`src/rtl/fifo_ctrl_pkg.sv`:
```
// Shared constants for the 16-entry synchronous FIFO: the controller, the
// array wrapper and the bench all size themselves from these.
//   ADDR_W_DEF   : address bits into the array
//   DEPTH_DEF    : number of array entries
//   PTR_W_DEF    : pointer width (address bits plus one wrap bit)
//   AF_LEVEL_DEF : default almost-full threshold (count >= level)
//   AE_LEVEL_DEF : default almost-empty threshold (count <= level)
package fifo_ctrl_pkg;

  localparam int ADDR_W_DEF   = 4;
  localparam int DEPTH_DEF    = 2 ** ADDR_W_DEF;
  localparam int PTR_W_DEF    = ADDR_W_DEF + 1;
  localparam int AF_LEVEL_DEF = 12;
  localparam int AE_LEVEL_DEF = 4;

endpackage

```
`src/rtl/fifo_ptr.sv`:
```
// Wrap-around pointer register for one side of the FIFO.
//   clk   : system clock
//   rst_n : asynchronous active-low reset, pointer returns to zero
//   en    : advance the pointer by one at the next rising edge
//   ptr   : current pointer value, wraps modulo 2**PTR_W
module fifo_ptr #(
  parameter int PTR_W = 5
) (
  input  logic             clk,
  input  logic             rst_n,
  input  logic             en,
  output logic [PTR_W-1:0] ptr
);

  always_ff @(posedge clk or negedge rst_n) begin
    if (!rst_n) begin
      ptr <= '0;
    end else if (en) begin
      ptr <= ptr + PTR_W'(1);
    end
  end

endmodule

```
`src/rtl/fifo_ctrl.sv`:
```
// Pointer and flag controller for the FIFO memory array.
//   clk               : system clock
//   rst_n             : asynchronous active-low reset
//   wr / rd           : push / pop requests
//   clr_err           : synchronous clear of the sticky error flags
//   fifo_we           : gated write enable to the array
//   wptr / rptr       : write / read pointers (ADDR_W address bits + wrap bit)
//   fifo_full/empty   : count == DEPTH / count == 0
//   fifo_almost_full  : count >= AF_LEVEL
//   fifo_almost_empty : count <= AE_LEVEL
//   fifo_count        : entries held, 0..DEPTH
//   fifo_overflow     : sticky, push attempted while full
//   fifo_underflow    : sticky, pop attempted while empty
module fifo_ctrl
  import fifo_ctrl_pkg::*;
#(
  parameter int ADDR_W   = ADDR_W_DEF,
  parameter int AF_LEVEL = AF_LEVEL_DEF,
  parameter int AE_LEVEL = AE_LEVEL_DEF
) (
  input  logic          clk,
  input  logic          rst_n,
  input  logic          wr,
  input  logic          rd,
  input  logic          clr_err,
  output logic          fifo_we,
  output logic [ADDR_W:0] wptr,
  output logic [ADDR_W:0] rptr,
  output logic          fifo_full,
  output logic          fifo_empty,
  output logic          fifo_almost_full,
  output logic          fifo_almost_empty,
  output logic [ADDR_W:0] fifo_count,
  output logic          fifo_overflow,
  output logic          fifo_underflow
);

  localparam int PTR_W = ADDR_W + 1;
  localparam logic [ADDR_W:0] AF_THR = PTR_W'(AF_LEVEL);
  localparam logic [ADDR_W:0] AE_THR = PTR_W'(AE_LEVEL);

  logic push_ok;
  logic pop_ok;

  // Requests are qualified against the registered flags only, so a push
  // into a full FIFO or a pop from an empty one never moves a pointer, and
  // there is no pass-through / fall-through when both arrive together.
  assign push_ok = wr & ~fifo_full;
  assign pop_ok  = rd & ~fifo_empty;
  assign fifo_we = push_ok;

  fifo_ptr #(.PTR_W(PTR_W)) u_wptr (
    .clk   (clk),
    .rst_n (rst_n),
    .en    (push_ok),
    .ptr   (wptr)
  );

  fifo_ptr #(.PTR_W(PTR_W)) u_rptr (
    .clk   (clk),
    .rst_n (rst_n),
    .en    (pop_ok),
    .ptr   (rptr)
  );

  // Flags come from the registered pointers alone. Equal address bits with
  // differing wrap bits means the writer is a full lap ahead.
  assign fifo_empty        = (wptr == rptr);
  assign fifo_full         = (wptr[ADDR_W] != rptr[ADDR_W]) &&
                             (wptr[ADDR_W-1:0] == rptr[ADDR_W-1:0]);
  // Modular subtraction stays correct when wptr has wrapped past rptr.
  assign fifo_count        = wptr - rptr;
  assign fifo_almost_full  = (fifo_count >= AF_THR);
  assign fifo_almost_empty = (fifo_count <= AE_THR);

  // Sticky errors: a new error in the same cycle as clr_err keeps the flag set.
  always_ff @(posedge clk or negedge rst_n) begin
    if (!rst_n) begin
      fifo_overflow  <= 1'b0;
      fifo_underflow <= 1'b0;
    end else begin
      fifo_overflow  <= (wr & fifo_full)  | (fifo_overflow  & ~clr_err);
      fifo_underflow <= (rd & fifo_empty) | (fifo_underflow & ~clr_err);
    end
  end

endmodule
```
`config.mk`:
```
export PLATFORM = sky130hd
export DESIGN_NAME = fifo_ctrl
export DESIGN_NICKNAME = d
export VERILOG_FILES = /design/src/rtl/fifo_ctrl_pkg.sv /design/src/rtl/fifo_ptr.sv /design/src/rtl/fifo_ctrl.sv
export SDC_FILE = /design/constraint.sdc
export NUM_CORES = 1
export LEC_CHECK = 0
export CORE_AREA = 2 2 42 44
export CTS_BUF_LIST = sky130_fd_sc_hd__clkbuf_4
export CTS_CLUSTER_SIZE = 30
export DETAILED_ROUTE_END_ITERATION = 7
export DIE_AREA = 0 0 44 46
export HOLD_SLACK_MARGIN = 0.03
export PLACE_DENSITY_LB_ADDON = 0.25
export SLEW_MARGIN = 25
export SYNTH_ARGS = -nofsm -noshare
export SYNTH_HDL_FRONTEND = slang
export SYNTH_SLANG_ARGS = --single-unit
```
`constraint.sdc`:
```
create_clock -name clk -period 5.9 [get_ports clk]
set_input_delay 1.18 -clock clk [delete_from_list [all_inputs] [get_ports clk]]
set_output_delay 1.18 -clock clk [all_outputs]
set_load 0.005 [all_outputs]
```
After elaboration in Yosys (flattened, before gate mapping)

Index checks and enable logic that the tools add are counted.

$mul: 0
Muxes and demuxes: 0
Shift-type cells: 0
Divide/modulo/power cells: 0
Order comparisons: 2
Bitwise logic cells: 11
Reduce and logical (&&, ||, !) cells: 1
Add/subtract/negate cells: 3
Equal/unequal tests: 3

Operators by type and width:

| kind                                                                                 | number |
|---|---|
| 5-bit by 1-bit adder with 5-bit output (second input constant)                       | 2 |
| 1-bit AND                                                                            | 6 |
| 5-bit equality test                                                                  | 1 |
| 5-bit by 4-bit greater-or-equal comparator with 1-bit output (second input constant) | 1 |
| 5-bit by 3-bit <= comparator with 1-bit output (second input constant)               | 1 |
| 5-bit subtractor                                                                     | 1 |
| 4-bit equality test                                                                  | 1 |
| 1-bit inverter                                                                       | 3 |
| 1-bit bitwise OR                                                                     | 2 |
| 1-bit logical AND                                                                    | 1 |
| 1-bit != test                                                                        | 1 |

Bits in latches: 0
Register bits: 12
Memories: 0
Logic and storage cells: 24
Bits in writable memories: 0
Output and inout bits: 22
Bits in read-only memories: 0
Input bits: 5

Depth between registers and ports, before layout

Depth in word-level cells: 4
Gate-level depth with buffers: 7
Mapped depth without buffers: 7

By module

A second synthesis with hierarchy kept.

Cell total of the unflattened synthesis: 80
Area, all modules: 799.5 um2

By module, submodules not included:

| module    | area an instance (um2) | times used | cells an instance | seq. area each (um2) |
|---|---|---|---|---|
| fifo_ptr  | 200.2                  | 2          | 14                | 125.1 |
| fifo_ctrl | 399.1                  | 1          | 52                | 50.0 |

Least setup slack after synthesis

Ideal clock, no wire load.

Path type: reg2out
Start: reg u_wptr.ptr[0]
End: out fifo_almost_empty
Path buffers: 0
Cell stages (with the launch flop): 8
Data arrival time: 1727 ps
Setup slack: 2993 ps
Data required time: 4720 ps
Cells stage by stage: dfrtp_1 > inv_1 > ha_1 > fa_1 > nand2b_1 > a21oi_1 > xnor2_1 > a211oi_1

Cells in the longest elaborated chain, start to end: 2

RTL lines:

| element                                        | RTL line        | RTL |
|---|---|---|
| start: declaration                             | fifo_ptr.sv:12  | `output logic [PTR_W-1:0] ptr` |
| start signal: assignment                       | fifo_ptr.sv:19  | `ptr <= ptr + PTR_W'(1);` |
| 5-bit subtractor                               | fifo_ctrl.sv:72 | `assign fifo_count = wptr - rptr;` |
| net fifo_count[4]                              | fifo_ctrl.sv:33 | `output logic [ADDR_W:0] fifo_count,` |
| 5-bit by 3-bit <= comparator with 1-bit output | fifo_ctrl.sv:74 | `assign fifo_almost_empty = (fifo_count <= AE_THR);` |
| end: declaration                               | fifo_ctrl.sv:32 | `output logic fifo_almost_empty,` |

The timed path passes the listed nets, and every way through them passes these cells.

Worst setup path in the final report

Start: in wr
End: out fifo_we

Cells in the longest elaborated chain, start to end: 1

RTL lines:

| element            | RTL line        | RTL |
|---|---|---|
| start: declaration | fifo_ctrl.sv:23 | `input logic wr,` |
| 1-bit AND          | fifo_ctrl.sv:48 | `assign push_ok = wr & ~fifo_full;` |
| end: declaration   | fifo_ctrl.sv:26 | `output logic fifo_we,` |

No other way between the ends.

==> metrics <==
share of final-layout standard cells stronger than drive strength 1 6.12%; via density per instance 4.90; Internal Dissipation 0.512 mW; area inside the core boundary 0.00161 mm²; Setup Viol. Count Final 0; number of max-slew violations in the final report 0; Placement Cell Area 995 µm²; met1 routed wirelength after detailed routing 640 µm; number of enable-type register cells in the synthesized netlist 0; hold buffer count at cts 0; GRT overflow 0; Switch Pwr 0.293 mW; Final #Nets 111; number of antenna violations at the first check in global routing 0; area grow syn2layout 43.2%; Max-Slew Margin vs Limit 62.4%; Hold Violations, Final 0; slew at the pin with the worst max-slew slack 562 ps; Clk Latency, worst-skew pair 280 ps; Setup Crit Path Kind input port to output port; area share of the largest cell type after synthesis 42.1%; Hold Crit Class flip-flop to flip-flop; count leader, synth sky130_fd_sc_hd__dfrtp_1; Clk network pwr share 6.8%; vias in the first global route 520; routed length on met2 668 µm; pin count of the biggest net entering global routing 13; buffers inserted by post-CTS timing repair 0; startpoint class of the critical path input port; die height 46 µm; share of total power in sequential cells 21.5%; leakage power of the design 0.472 nW; ANT cells 0; TritonCTS buffer count 3; total of warnings raised by yosys 0; setup repair after global routing missed its margin no; Final Power 0.804 mW; post-route clock skew 1.98 ps; share of flip-flops with an asynchronous set or reset after synthesis 100%; num ports 27; post-CTS resize count 0; Die Outline Area 0.00202 mm²; wire length of the first global-routing pass 2240 µm; WL met3 45 µm; Max-cap violations 0; result of the run finished clean; IR drop worst, VDD 0.489 mV; horizontal die dimension 44 µm; routed length per instance 11.9 µm; part of the cycle the worst path needs 64.5%; total routing resource utilization after global routing 15.5%; Initial Util 44.2%; biggest area consumer among synthesized cells sky130_fd_sc_hd__dfrtp_1; final standard cell area without fillers 0.00102 mm²; via count 564; number of input and output port buffers inserted 26; antenna-violating nets left 0; data arrival time of the worst path 2630 ps; Top FF cell, synth sky130_fd_sc_hd__dfrtp_1; Remaining DRCs 0; TritonCTS clock tree yes; H-tree depth 1; post-synthesis net count 80; cell area after technology mapping 713 µm²; total negative setup slack 0 ps; power density cells 788 mW/mm²; root cell of the clock tree sky130_fd_sc_hd__clkbuf_4; Synth top cells by count sky130_fd_sc_hd__dfrtp_1, sky130_fd_sc_hd__xnor2_1, sky130_fd_sc_hd__inv_1, sky130_fd_sc_hd__ha_1, sky130_fd_sc_hd__nand3_1; Req. time, crit path 4720 ps; Yosys cell types 25; top routing layer used met4; detailed-placement wirelength estimate 1090 µm; Synth area leaders sky130_fd_sc_hd__dfrtp_1, sky130_fd_sc_hd__xnor2_1, sky130_fd_sc_hd__ha_1; crit path time final 3810 ps; Max Buffers Root-to-Sink 2; #FFs+latches synth 12; clock slew seen by the registers of the worst setup and hold paths 80 ps; Avg Cell Area, Syn 10.5 µm²; switch share 36.4%; capturing element type of the critical path output port; FP Rows 15; cell count after synthesis 68; number of DRC markers after the initial detailed-route iteration 2; peak clock frequency supported by timing 0.263 GHz; register area share after synthesis 42.1%; total length of routed wires 1370 µm; gp weighted congestion 0.736; clock sinks 12; detailed-routing iteration count for the pre-antenna-repair pass 2; Comb pwr share 71.7%; Max Fanout on Critical Path 5
-- power groups by stage --
stage / combinational [mW] / sequential (mW) / clock [mW]
3_3_place_gp: 0.578 / 0.174 / 0
4_1_cts: 0.588 / 0.174 / 0.0559
2_1_floorplan: 0.278 / 0.170 / 0
5_1_grt: 0.637 / 0.183 / 0.0583
6_report: 0.576 / 0.173 / 0.0550
3_5_place_dp: 0.586 / 0.176 / 0
-- area by class of cell --
class	instances	area, µm²
timing repair buffer	26	260
sequential	12	300
clock inverter	1	3.75
inverter	9	33.8
fill	142	593
clock buffer	3	22.5
tap	17	21.3
multi-input combinational	47	379
-- critical path, cell delays in order --
cell                              delay [ps]
sky130_fd_sc_hd__clkdlybuf4s50_1         510
sky130_fd_sc_hd__a21boi_1                370
sky130_fd_sc_hd__clkdlybuf4s50_1         580
-- cell usage in the layout (no fill, tap or decap), types with 2 or more instances in the layout --
cell                              Yosys  routed
sky130_fd_sc_hd__clkdlybuf4s50_1      0      26
sky130_fd_sc_hd__xor2_1               2       2
sky130_fd_sc_hd__a22o_1               2       2
sky130_fd_sc_hd__a21oi_1              2       2
sky130_fd_sc_hd__nand3_1              4       4
sky130_fd_sc_hd__inv_1                9       9
sky130_fd_sc_hd__ha_1                 6       6
sky130_fd_sc_hd__nand2_1              3       3
sky130_fd_sc_hd__xnor2_1             10      10
sky130_fd_sc_hd__dfrtp_1             12      12
sky130_fd_sc_hd__nor2_1               2       2
sky130_fd_sc_hd__and3_1               2       2
sky130_fd_sc_hd__clkbuf_4             0       3
-- state kept, by name, indices dropped and copies added, names as in the netlist --
register and count:
fifo_overflow 1, fifo_underflow 1, u_rptr.ptr 5, u_wptr.ptr 5
-- final timing paths --
| kind | endpoint | start | depth (start not counted) | slack, ps |
|---|---|---|---|---|
| min in group asynchronous | u_wptr.ptr[1] | rst_n | 1 | 1250 |
| worst min-delay path | fifo_underflow | fifo_underflow | 1 | 520 |
| worst max-delay path | fifo_we | wr | 3 | 2090 |
| worst max register to register | u_wptr.ptr[3] | u_rptr.ptr[2] | 6 | 4060 |
| max in group asynchronous | fifo_underflow | rst_n | 1 | 4280 |
| worst min register to register | fifo_underflow | fifo_underflow | 1 | 520 |
-- metal layers --
| metal | track usage [%] | vias to the layer above |
|---|---|---|
| met3 | 2.38 | 2 |
| met1 | 19.7 | 258 |
| met2 | 25.0 | 15 |
| li1 | - | 289 |
| met4 | 9.09 | 0 |
| met5 | 0 | - |
-- metrics by stage --
step / hold WS [ps] / utilization (%) / instances / worst slack, ps
after CTS: 517 / 63.3 / 115 / 2070
after floorplan: 498 / - / 68 / 2990
after detailed placement: 499 / 61.6 / 111 / 2070
after global routing: 539 / 63.3 / 115 / 1960
after global placement: 490 / 61.6 / 111 / 2110
final: 515 / 63.3 / 115 / 2090
-- kinds of logic after synthesis --
family          share of synthesized area, %
mux                                     2.10
fa+ha+maj                               13.3
buf+inv                                 4.74
compound gates                          8.95
flops                                   42.1
xor+xnor                                14.7
simple gates                            14.0
No activity file was read; power rests on OpenSTA's default activity.
